**src/rtl/acorn_init_seq.sv**
```systemverilog
// rtl/acorn_init_seq.sv - ACORN-128 init sequencer: emits m_i, ca, cb for i = 0..1791, DW bits per beat
// Optional: ACORN_INIT_ZEROIZE_EN clears key/IV latches after each run and blanks m_out when not valid.
module acorn_init_seq #(
    parameter int DW    = 1,
    parameter int KEY_W = 128
) (
    input  logic             clk,
    input  logic             rst,
    input  logic             start,
    input  logic [KEY_W-1:0] key_in,
    input  logic [KEY_W-1:0] iv_in,
    output logic [DW-1:0]    m_out,
    output logic [DW-1:0]    ca_out,
    output logic [DW-1:0]    cb_out,
    output logic             out_valid,
    input  logic             out_ready,
    output logic             busy,
    output logic             done
);
    localparam int BEATS = 1792 / DW;
    localparam int CW    = $clog2(BEATS + 1);
    localparam int LW    = $clog2(DW);
    localparam int IW    = CW + LW;

    generate
        if (!(DW == 1 || DW == 8 || DW == 32)) begin : g_bad_dw
            $error("acorn_init_seq: DW must be 1, 8 or 32");
        end
        if (KEY_W != 128) begin : g_bad_key_w
            $error("acorn_init_seq: KEY_W must be 128");
        end
    endgenerate

    typedef enum logic [1:0] {
        S_IDLE,
        S_RUN,
        S_DONE
    } state_t;

    state_t           state;
    logic [CW-1:0]    cnt;
    logic [KEY_W-1:0] key_q;
    logic [KEY_W-1:0] iv_q;
    logic             accept;
    logic             last_beat;

    assign accept    = out_valid & out_ready;
    assign last_beat = (cnt == CW'(BEATS - 1));

    // DW divides 128, so a whole beat always comes from one 128-bit region (K, IV, or K again).
    function automatic logic [DW-1:0] beat_bits(
        input logic [KEY_W-1:0] key,
        input logic [KEY_W-1:0] iv,
        input logic [CW-1:0]    beat
    );
        logic [IW-1:0]    base;
        logic [KEY_W-1:0] word;
        logic [DW-1:0]    bits;
        base = IW'(beat) << LW;
        word = (base[IW-1:7] == (IW-7)'(1)) ? iv : key;
        bits = DW'(word >> base[6:0]);
        if (base == IW'(256)) begin
            bits[0] = ~bits[0];
        end
        return bits;
    endfunction

    always_ff @(posedge clk or posedge rst) begin
        if (rst) begin
            state     <= S_IDLE;
            cnt       <= '0;
            key_q     <= '0;
            iv_q      <= '0;
            m_out     <= '0;
            ca_out    <= '0;
            cb_out    <= '0;
            out_valid <= 1'b0;
            busy      <= 1'b0;
            done      <= 1'b0;
        end else begin
            done <= 1'b0;
            case (state)
                S_IDLE: begin
                    if (start) begin
                        key_q     <= key_in;
                        iv_q      <= iv_in;
                        cnt       <= '0;
                        m_out     <= beat_bits(key_in, iv_in, '0);
                        ca_out    <= '1;
                        cb_out    <= '1;
                        out_valid <= 1'b1;
                        busy      <= 1'b1;
                        state     <= S_RUN;
                    end
                end
                S_RUN: begin
                    if (accept) begin
                        if (last_beat) begin
                            ca_out    <= '0;
                            cb_out    <= '0;
                            out_valid <= 1'b0;
                            busy      <= 1'b0;
                            done      <= 1'b1;
                            state     <= S_DONE;
`ifdef ACORN_INIT_ZEROIZE_EN
                            m_out     <= '0;
`endif
                        end else begin
                            cnt   <= cnt + CW'(1);
                            m_out <= beat_bits(key_q, iv_q, cnt + CW'(1));
                        end
                    end
                end
                S_DONE: begin
`ifdef ACORN_INIT_ZEROIZE_EN
                    key_q <= '0;
                    iv_q  <= '0;
`endif
                    state <= S_IDLE;
                end
                default: state <= S_IDLE;
            endcase
        end
    end
endmodule

```
**config.mk**
```make
export PLATFORM = sky130hd
export DESIGN_NAME = acorn_init_seq
export DESIGN_NICKNAME = d
export VERILOG_FILES = /design/src/rtl/acorn_init_seq.sv
export SDC_FILE = /design/constraint.sdc
export NUM_CORES = 1
export LEC_CHECK = 0
export CORE_ASPECT_RATIO = 1.25
export CORE_UTILIZATION = 45
export CTS_CLUSTER_SIZE = 20
export DETAILED_ROUTE_END_ITERATION = 10
export PLACE_DENSITY = 0.74
export SLEW_MARGIN = 20
export SYNTH_ARGS = -nofsm -noshare
export SYNTH_HDL_FRONTEND = slang
export SYNTH_SLANG_ARGS = --single-unit
```
**constraint.sdc**
```tcl
create_clock -name clk -period 12.15 [get_ports clk]
set_input_delay 2.43 -clock clk [delete_from_list [all_inputs] [get_ports clk]]
set_output_delay 2.43 -clock clk [all_outputs]
set_load 0.05 [all_outputs]
```
After elaboration in Yosys (flattened, before gate mapping):

Cells that the tools add are included.

* register bits: 272
* bits in latches: 0
* bits in writable memories: 0
* ROM bits: 0
* input port bits: 260
* output and inout port bits: 6
* word-level logic and storage cells: 46
* memories: 0

* add/subtract/negate cells: 1
* multiply operators: 0
* div/mod/pow operators: 0
* $lt $le $gt $ge: 0
* equality and inequality tests: 8
* shift operators: 1
* muxes and demuxes: 21
* bitwise gates (word level): 2
* reduce and logical (&&, ||, !) cells: 6

Operators by type and width (number)
* 128-bit two-way mux: 1
* 128-bit by 7-bit >> shifter with 1-bit output: 1
* 11-bit two-way mux: 3
* 11-bit one-hot mux with 2 select lines: 1
* 11-bit by 1-bit adder with 11-bit output (second input constant): 1
* 11-bit equality test (second input constant): 1
* 11-bit by 9-bit equality test with 1-bit output (second input constant): 1
* 1-bit two-way mux: 10
* 2-bit inequality test (second input constant): 4
* 4-bit AND reduction: 2
* 2-bit two-way mux: 3
* 4-bit by 1-bit equality test with 1-bit output (second input constant): 1
* 1-bit one-hot mux with 2 select lines: 2
* 2-bit one-hot mux with 2 select lines: 1
* 3-bit AND reduction: 1
* 2-bit by 1-bit equality test with 1-bit output (second input constant): 1
* 2-bit logical NOT: 1
* 2-bit AND reduction: 1
* 2-bit nonzero test: 1
* 1-bit bitwise AND: 1
* 1-bit inverter: 1

Depth between registers and ports, before layout:

Gate-level depths: netlist of the first run.

* word-level depth: 9
* depth in mapped cells: 17
* mapped depth without buffers: 13

Worst setup path before layout of the first run:

No wires, ideal clock.

* path type: input port to flip-flop
* from: in start
* to: reg iv_q[105]
* setup time: 0.065 ns
* arrival time: 3.392 ns
* required time: 12.085 ns
* path slack: 8.693 ns
* stages on the path: 6
* path buffers: 3
* path through: and2_1 -> clkbuf_1 -> clkbuf_1 -> clkbuf_1 -> nand2_1 -> nand2_1

* cells in the longest elaborated chain, start to end: 1

Ends and longest elaborated chain
* from (decl): line 9 `input logic start,`
* 2-bit AND reduction (no source line)
* to (signal assigned): line 86 `iv_q <= iv_in;`
* to (decl): line 43 `logic [KEY_W-1:0] iv_q;`

Every way passes these cells.
A chain may end at the register's enable or synchronous reset.

Final worst setup path of the first run:

* from: in start
* to: reg m_out

* cells in the longest elaborated chain, start to end: 2

Ends and longest elaborated chain
* 2-bit inequality test (no source line)
* 4-bit AND reduction (no source line)
* to (signal assigned): line 88 `m_out <= beat_bits(key_in, iv_in, '0);`
* to (signal assigned): line 110 `m_out <= beat_bits(key_q, iv_q, cnt + CW'(1));`
* to (decl): line 12 `output logic [DW-1:0] m_out,`

Every way passes these cells.

==> results.cfg, run 1 <==
[run]
maxCapViolCount = 0

[setup_path]
path_class = in -> reg
path_depth = 5
rr_worst_depth = 13
timing.rr.end = m_out
worst_setup_path_end_kind = flop
slowest_stage = buf_4
required_ns = 12.60
crit_end = m_out
arrival_ns = 5.08
path_delay_family = buffers and inverters
r2r_setup_slack_ns = 7.60
cp_max_fo = 105
max_stage_delay_ns = 0.92
rr_startpoint = cnt[1]
cp_cell_sequence = clkdlybuf4s50_1 -> and2_4 -> buf_4 -> a22oi_1 -> o21ai_1
crit_buf_inv = 2
start_kind = primary input
critPathLaunch = start

[die]
die_h_um = 191
start_util = 0.462
rows = 68
core_um2 = 27900
io_pins = 266
die_w_um = 153
die_area_um2 = 29300

[detailed_routing]
vias_per_cell = 5.36
vias = 11600
ant_nets = 0
wl_per_cell_um = 17.7
drc_errors = 0
postRouteWirelength_mm = 38.5
drt_iter0_drc = 887
drtPass1Iterations = 5

[clocking]
clk_pin_slew_ns = 0.06
htree_levels = 1
cts_resized = 0
ctsLongestPathBuffers = 3
cts_hold_buf = 0
cts_buffers = 27
numClockSinks = 272
root_buffer = clkbuf_16
cts_setup_buffers = 0
cts_tree = done
clock_latency_ns = 0.53

[timing]
clock_skew_ns = 0.00948
finalCritPeriodShare = 0.381
setup_tns_ns = 0
fmax_ghz = 0.216
slew_viol_final = 0
rsz0062_at_grt = false
layout_min_cycle_time_ns = 4.63
timing.final.hold_violations = 0
max-slew-margin-rel = 0.235
whs_ns = 0.468
tightestPinTransition_ns = 1.15
setup_viol = 0

[yosys]
ys_warn_count = 0
synthArstFlopShare = 1.00
synth_area_leaders = dfrtp_1 (53%), nand2_1 (27%), mux2i_1 (2.4%)
post_synth.cell_area_avg_um2 = 8.06
syn_area_um2 = 12900
synth_simple_gate_area_frac = 0.319
synth_compound_area_frac = 0.0625
yosysTopAreaCell = dfrtp_1
syn_nets = 1861
synth_seq_cells = 272
synthFlopType = dfrtp_1
ys_types = 57
synthMuxAreaShare = 0.0426
synthAdderAreaFrac = 0.00194
syn_inst = 1599
synth_edf_count = 0
synthXorXnorAreaFrac = 0.00680
ys_seq_area_frac = 0.528
yosysTopAreaCellShare = 0.528
synth_top_family_by_area = simple AND/OR/NAND/NOR gates

[grt]
grt_overflow = 0
grt_usage = 0.265
antenna_found_initial = 0
grt_pass1_wl_mm = 60.8
grt_pass1_vias = 11400
grt_max_degree = 131

[pwr]
leakage_nw = 8.11
peakVddDrop_mv = 0.122
finalPower_w = 0.00220
power_density_nw_per_um2 = 133

[min_path]
hold_class = reg -> reg
hp-start = iv_q[61]

[cells_and_area]
seq_area_um2 = 6810
fillers = 2530
final_common_cell = nand2_1
area_growth_pct = 28.3
fin_nets = 2066
multi_input_area_um2 = 5610
layout_common_cells = nand2_1 (923), dfrtp_1 (272), clkdlybuf4s50_1 (265), a21oi_1 (45), nand3_1 (35)
diodes = 0
drive_gt1_frac = 0.0455

[place]
gp_congestion = 0.895
portBuffers = 265
hpwl_mm = 26.0

[outcome]
status = complete, no violations
-- cell type report --
class	instances	area share
multi-input combinational	1218	0.340
sequential	272	0.412
clock inverter	10	0.00469
timing repair buffer	281	0.168
clock buffer	38	0.0482
tap	350	0.0265
inverter	4	0.00136
-- worst register-to-register path, cell delays in order (launching register included) --
cell and delay [ns]:
dfrtp_1 0.53, ha_1 0.50, nand4_1 0.21, xnor2_1 0.17, o32a_1 0.42, a21oi_4 0.15
buf_4 0.59, mux4_4 0.81, o2111ai_1 0.24, a21oi_1 0.10, nor3_1 0.29, o22ai_1 0.16
xnor2_1 0.18, o21ai_1 0.07
-- logic make-up after synthesis --
group,Yosys count
fa+ha+maj,2
mux,41
xor+xnor,10
buf+inv,109
flops,272
compound gates,123
simple gates,1042
-- flip-flops by register name, summed over array words and instances (netlist names) --
register / cells
iv_q: 128
done: 1
state: 2
cnt: 11
busy: 1
key_q: 128
m_out: 1
-- metal layers --
| metal | share of wire | GRT usage |
|---|---|---|
| met4 | 0.034 | 0.103 |
| met5 | 0 | 0 |
| met2 | 0.49 | 0.455 |
| met1 | 0.42 | 0.343 |
| met3 | 0.051 | 0.0313 |
-- power by group --
part	switching, W	internal [W]
Clock	0.000354	0.000476
Combinational	0.000275	0.000162
Sequential	0.0000168	0.000912
Total	0.000646	0.00155
-- synth_stat cells (all sizes together) (4+ instances only) --
cell     number
a211oi        4
a21oi        46
a221oi        4
buf          30
clkbuf       75
dfrtp       272
inv           4
mux2i        31
mux4         10
nand2       925
nand2b        4
nand3        36
nand4        15
nor2         22
nor3          9
nor4         19
o2111ai       6
o21ai        22
o22ai        10
o31ai         4
xnor2         6
xor2          4
-- worst min-delay path by stage --
stage	end	slack, ns	cells past startpoint
finish	iv_q[61]	0.47	2
global route	iv_q[32]	0.49	2
CTS	iv_q[61]	0.47	2
detailed placement	iv_q[61]	0.45	2
global placement	key_q[36]	0.45	2
floorplan	iv_q[1]	0.44	2
-- per-stage QoR --
| step | instance area [um2] | cells | worst slack (ns) | utilization |
|---|---|---|---|---|
| after CTS | 16500 | 2173 | 7.55 | 0.592 |
| after global routing | 16500 | 2173 | 7.33 | 0.592 |
| after floorplan | 12900 | 1599 | 2.22 | - |
| after detailed placement | 15700 | 2125 | 7.04 | 0.561 |
| after global placement | 15700 | 2125 | 7.06 | 0.561 |
| final | 16500 | 2173 | 7.52 | 0.592 |
(Power assumes the default switching activity.)
==> run 2, diff against run 1 <==
- PLACE_DENSITY: 0.74 -> 0.76
- clock period: 12.15 -> 3.8 ns (I/O delays scaled with it)
==> results.cfg, run 2 (synthesized netlist as in run 1, its figures left out) <==
[outcome]
status = complete, no violations

[setup_path]
slowest_stage = o32a_1
start_kind = flop
arrival_ns = 3.99
crit_buf_inv = 1
worst_setup_path_end_kind = flop
path_class = reg -> reg
cp_cell_sequence = nand2_2 -> or3_1 -> o32a_1 -> a21o_4 -> buf_12 -> mux2i_1 -> o221ai_1 -> nor2_1 -> nor4_2 -> nand3_1 -> o22ai_1 -> xnor2_1 -> o21ai_1
path_delay_family = compound AO/OA/AOI/OAI gates
required_ns = 4.20
max_stage_delay_ns = 0.45
cp_max_fo = 28

[cells_and_area]
area_growth_pct = 31.7
diodes = 0
final_common_cell = nand2_1
fin_util = 0.608
drive_gt1_frac = 0.0682
fin_nets = 2102
largestRegisters = iv_q x128, key_q x128, cnt x11
layout_common_cells = nand2_1 (923), dfrtp_1 (269), clkdlybuf4s50_1 (265), a21oi_1 (45), buf_4 (44)

[die]
die_h_um = 191
core_um2 = 27900
die_area_um2 = 29300
die_w_um = 153
io_pins = 266
rows = 68
start_util = 0.462

[timing]
finalCritPeriodShare = 0.946
whs_ns = 0.469
timing.final.hold_violations = 0
max-slew-margin-rel = 0.256
clock_skew_ns = 0.0145
slew_viol_final = 0
layout_min_cycle_time_ns = 3.59
setup_viol = 0
rsz0062_at_grt = false
fmax_ghz = 0.278
tightestPinTransition_ns = 1.12

[detailed_routing]
wl_per_cell_um = 17.6
drtPass1Iterations = 5
ant_nets = 0
postRouteWirelength_mm = 38.9
drc_errors = 0
vias = 11600
vias_per_cell = 5.26
drt_iter0_drc = 806

[clocking]
ctsLongestPathBuffers = 3
clock_latency_ns = 0.54
cts_tree = done
htree_levels = 1
cts_hold_buf = 0
root_buffer = clkbuf_16
clk_pin_slew_ns = 0.06
cts_buffers = 27
numClockSinks = 272

[pwr]
peakVddDrop_mv = 0.227
leakage_nw = 8.33
power_density_nw_per_um2 = 424

[grt]
grt_usage = 0.267
grt_overflow = 0
antenna_found_initial = 0
grt_pass1_wl_mm = 61.4
grt_pass1_vias = 11700
grt_max_degree = 258

[place]
hpwl_mm = 27.7
portBuffers = 265
gp_congestion = 0.868

[min_path]
hold_class = reg -> reg

[run]
maxCapViolCount = 0
-- run 2: changes by cell type in the layout (fill, tap and decap cells not counted), moves of 3 or more --
| cell | before | now |
|---|---|---|
| clkbuf_1 | 3 | 6 |
| clkinv_2 | 8 | 5 |
| nor4_2 | 0 | 4 |
| nor4_1 | 19 | 15 |
| clkinv_4 | 0 | 3 |
| buf_12 | 0 | 8 |
| dfrtp_2 | 0 | 3 |
| clkbuf_8 | 8 | 4 |
| dfrtp_1 | 272 | 269 |
| buf_4 | 15 | 44 |
-- run 2: where the power goes --
| group | switching [W] | total [W] | internal, W | leakage [nW] |
|---|---|---|---|---|
| Combinational | 0.000876 | 0.00151 | 0.000635 | 4.10 |
| Clock | 0.00114 | 0.00273 | 0.00160 | 0.448 |
| Sequential | 0.0000294 | 0.00295 | 0.00292 | 3.78 |
-- run 2: metrics by stage --
step	TNS, ns	setup WS (ns)	instances	power (W)	cell area, um2
after global routing	0	0.0152	2211	0.00744	17000
after detailed placement	-0.0628	-0.0628	2157	0.00448	16000
after CTS	0	0.0254	2207	0.00720	16900
final	0	0.206	2211	0.00719	17000
after global placement	-0.103	-0.103	2157	0.00447	16000
after floorplan	-151.07	-0.555	1599	0.00365	12900
-- run 2: layout make-up --
cell class                 count  area, um2
inverter                       4       18.8
timing repair buffer         317       3140
multi-input combinational   1218       5650
clock buffer                  37        753
clock inverter                13        158
tap                          350        438
fill                        2436      10900
sequential                   272       6810
-- run 2: path summary, 6_finish.rpt --
path | from | end | slack [ns] | depth (start not counted)
min | key_q[73] | key_q[73] | 0.47 | 2
min in group asynchronous | rst | iv_q[72] | 0.75 | 3
max | cnt[5] | m_out | 0.21 | 13
max reg2reg | cnt[5] | m_out | 0.21 | 13
min reg2reg | key_q[73] | key_q[73] | 0.47 | 2
max in group asynchronous | rst | cnt[1] | 2.21 | 3
-- run 2: layer usage --
layer,track usage,part of all wire
met3,0.0315,0.055
met2,0.465,0.50
met1,0.345,0.41
met4,0.0946,0.032
met5,0,0
-- run 2: worst register-to-register path: cells and delay by family, from the launching register on --
| kind | cells | cell delay, ns |
|---|---|---|
| muxes | 1 | 0.14 |
| buffers and inverters | 1 | 0.21 |
| and+or+nand+nor | 5 | 1.11 |
| AOI/OAI and AO/OA | 5 | 1.40 |
| xor gates and xnor gates | 1 | 0.14 |
| DFF | 1 | 0.42 |
-- run 2: what timing repair did --
item	in CTS	in global routing
buffers inserted	0	4
resized for setup	3	6
pin swaps	0	1
endpoints found under the setup margin	1	1
cloned	0	0
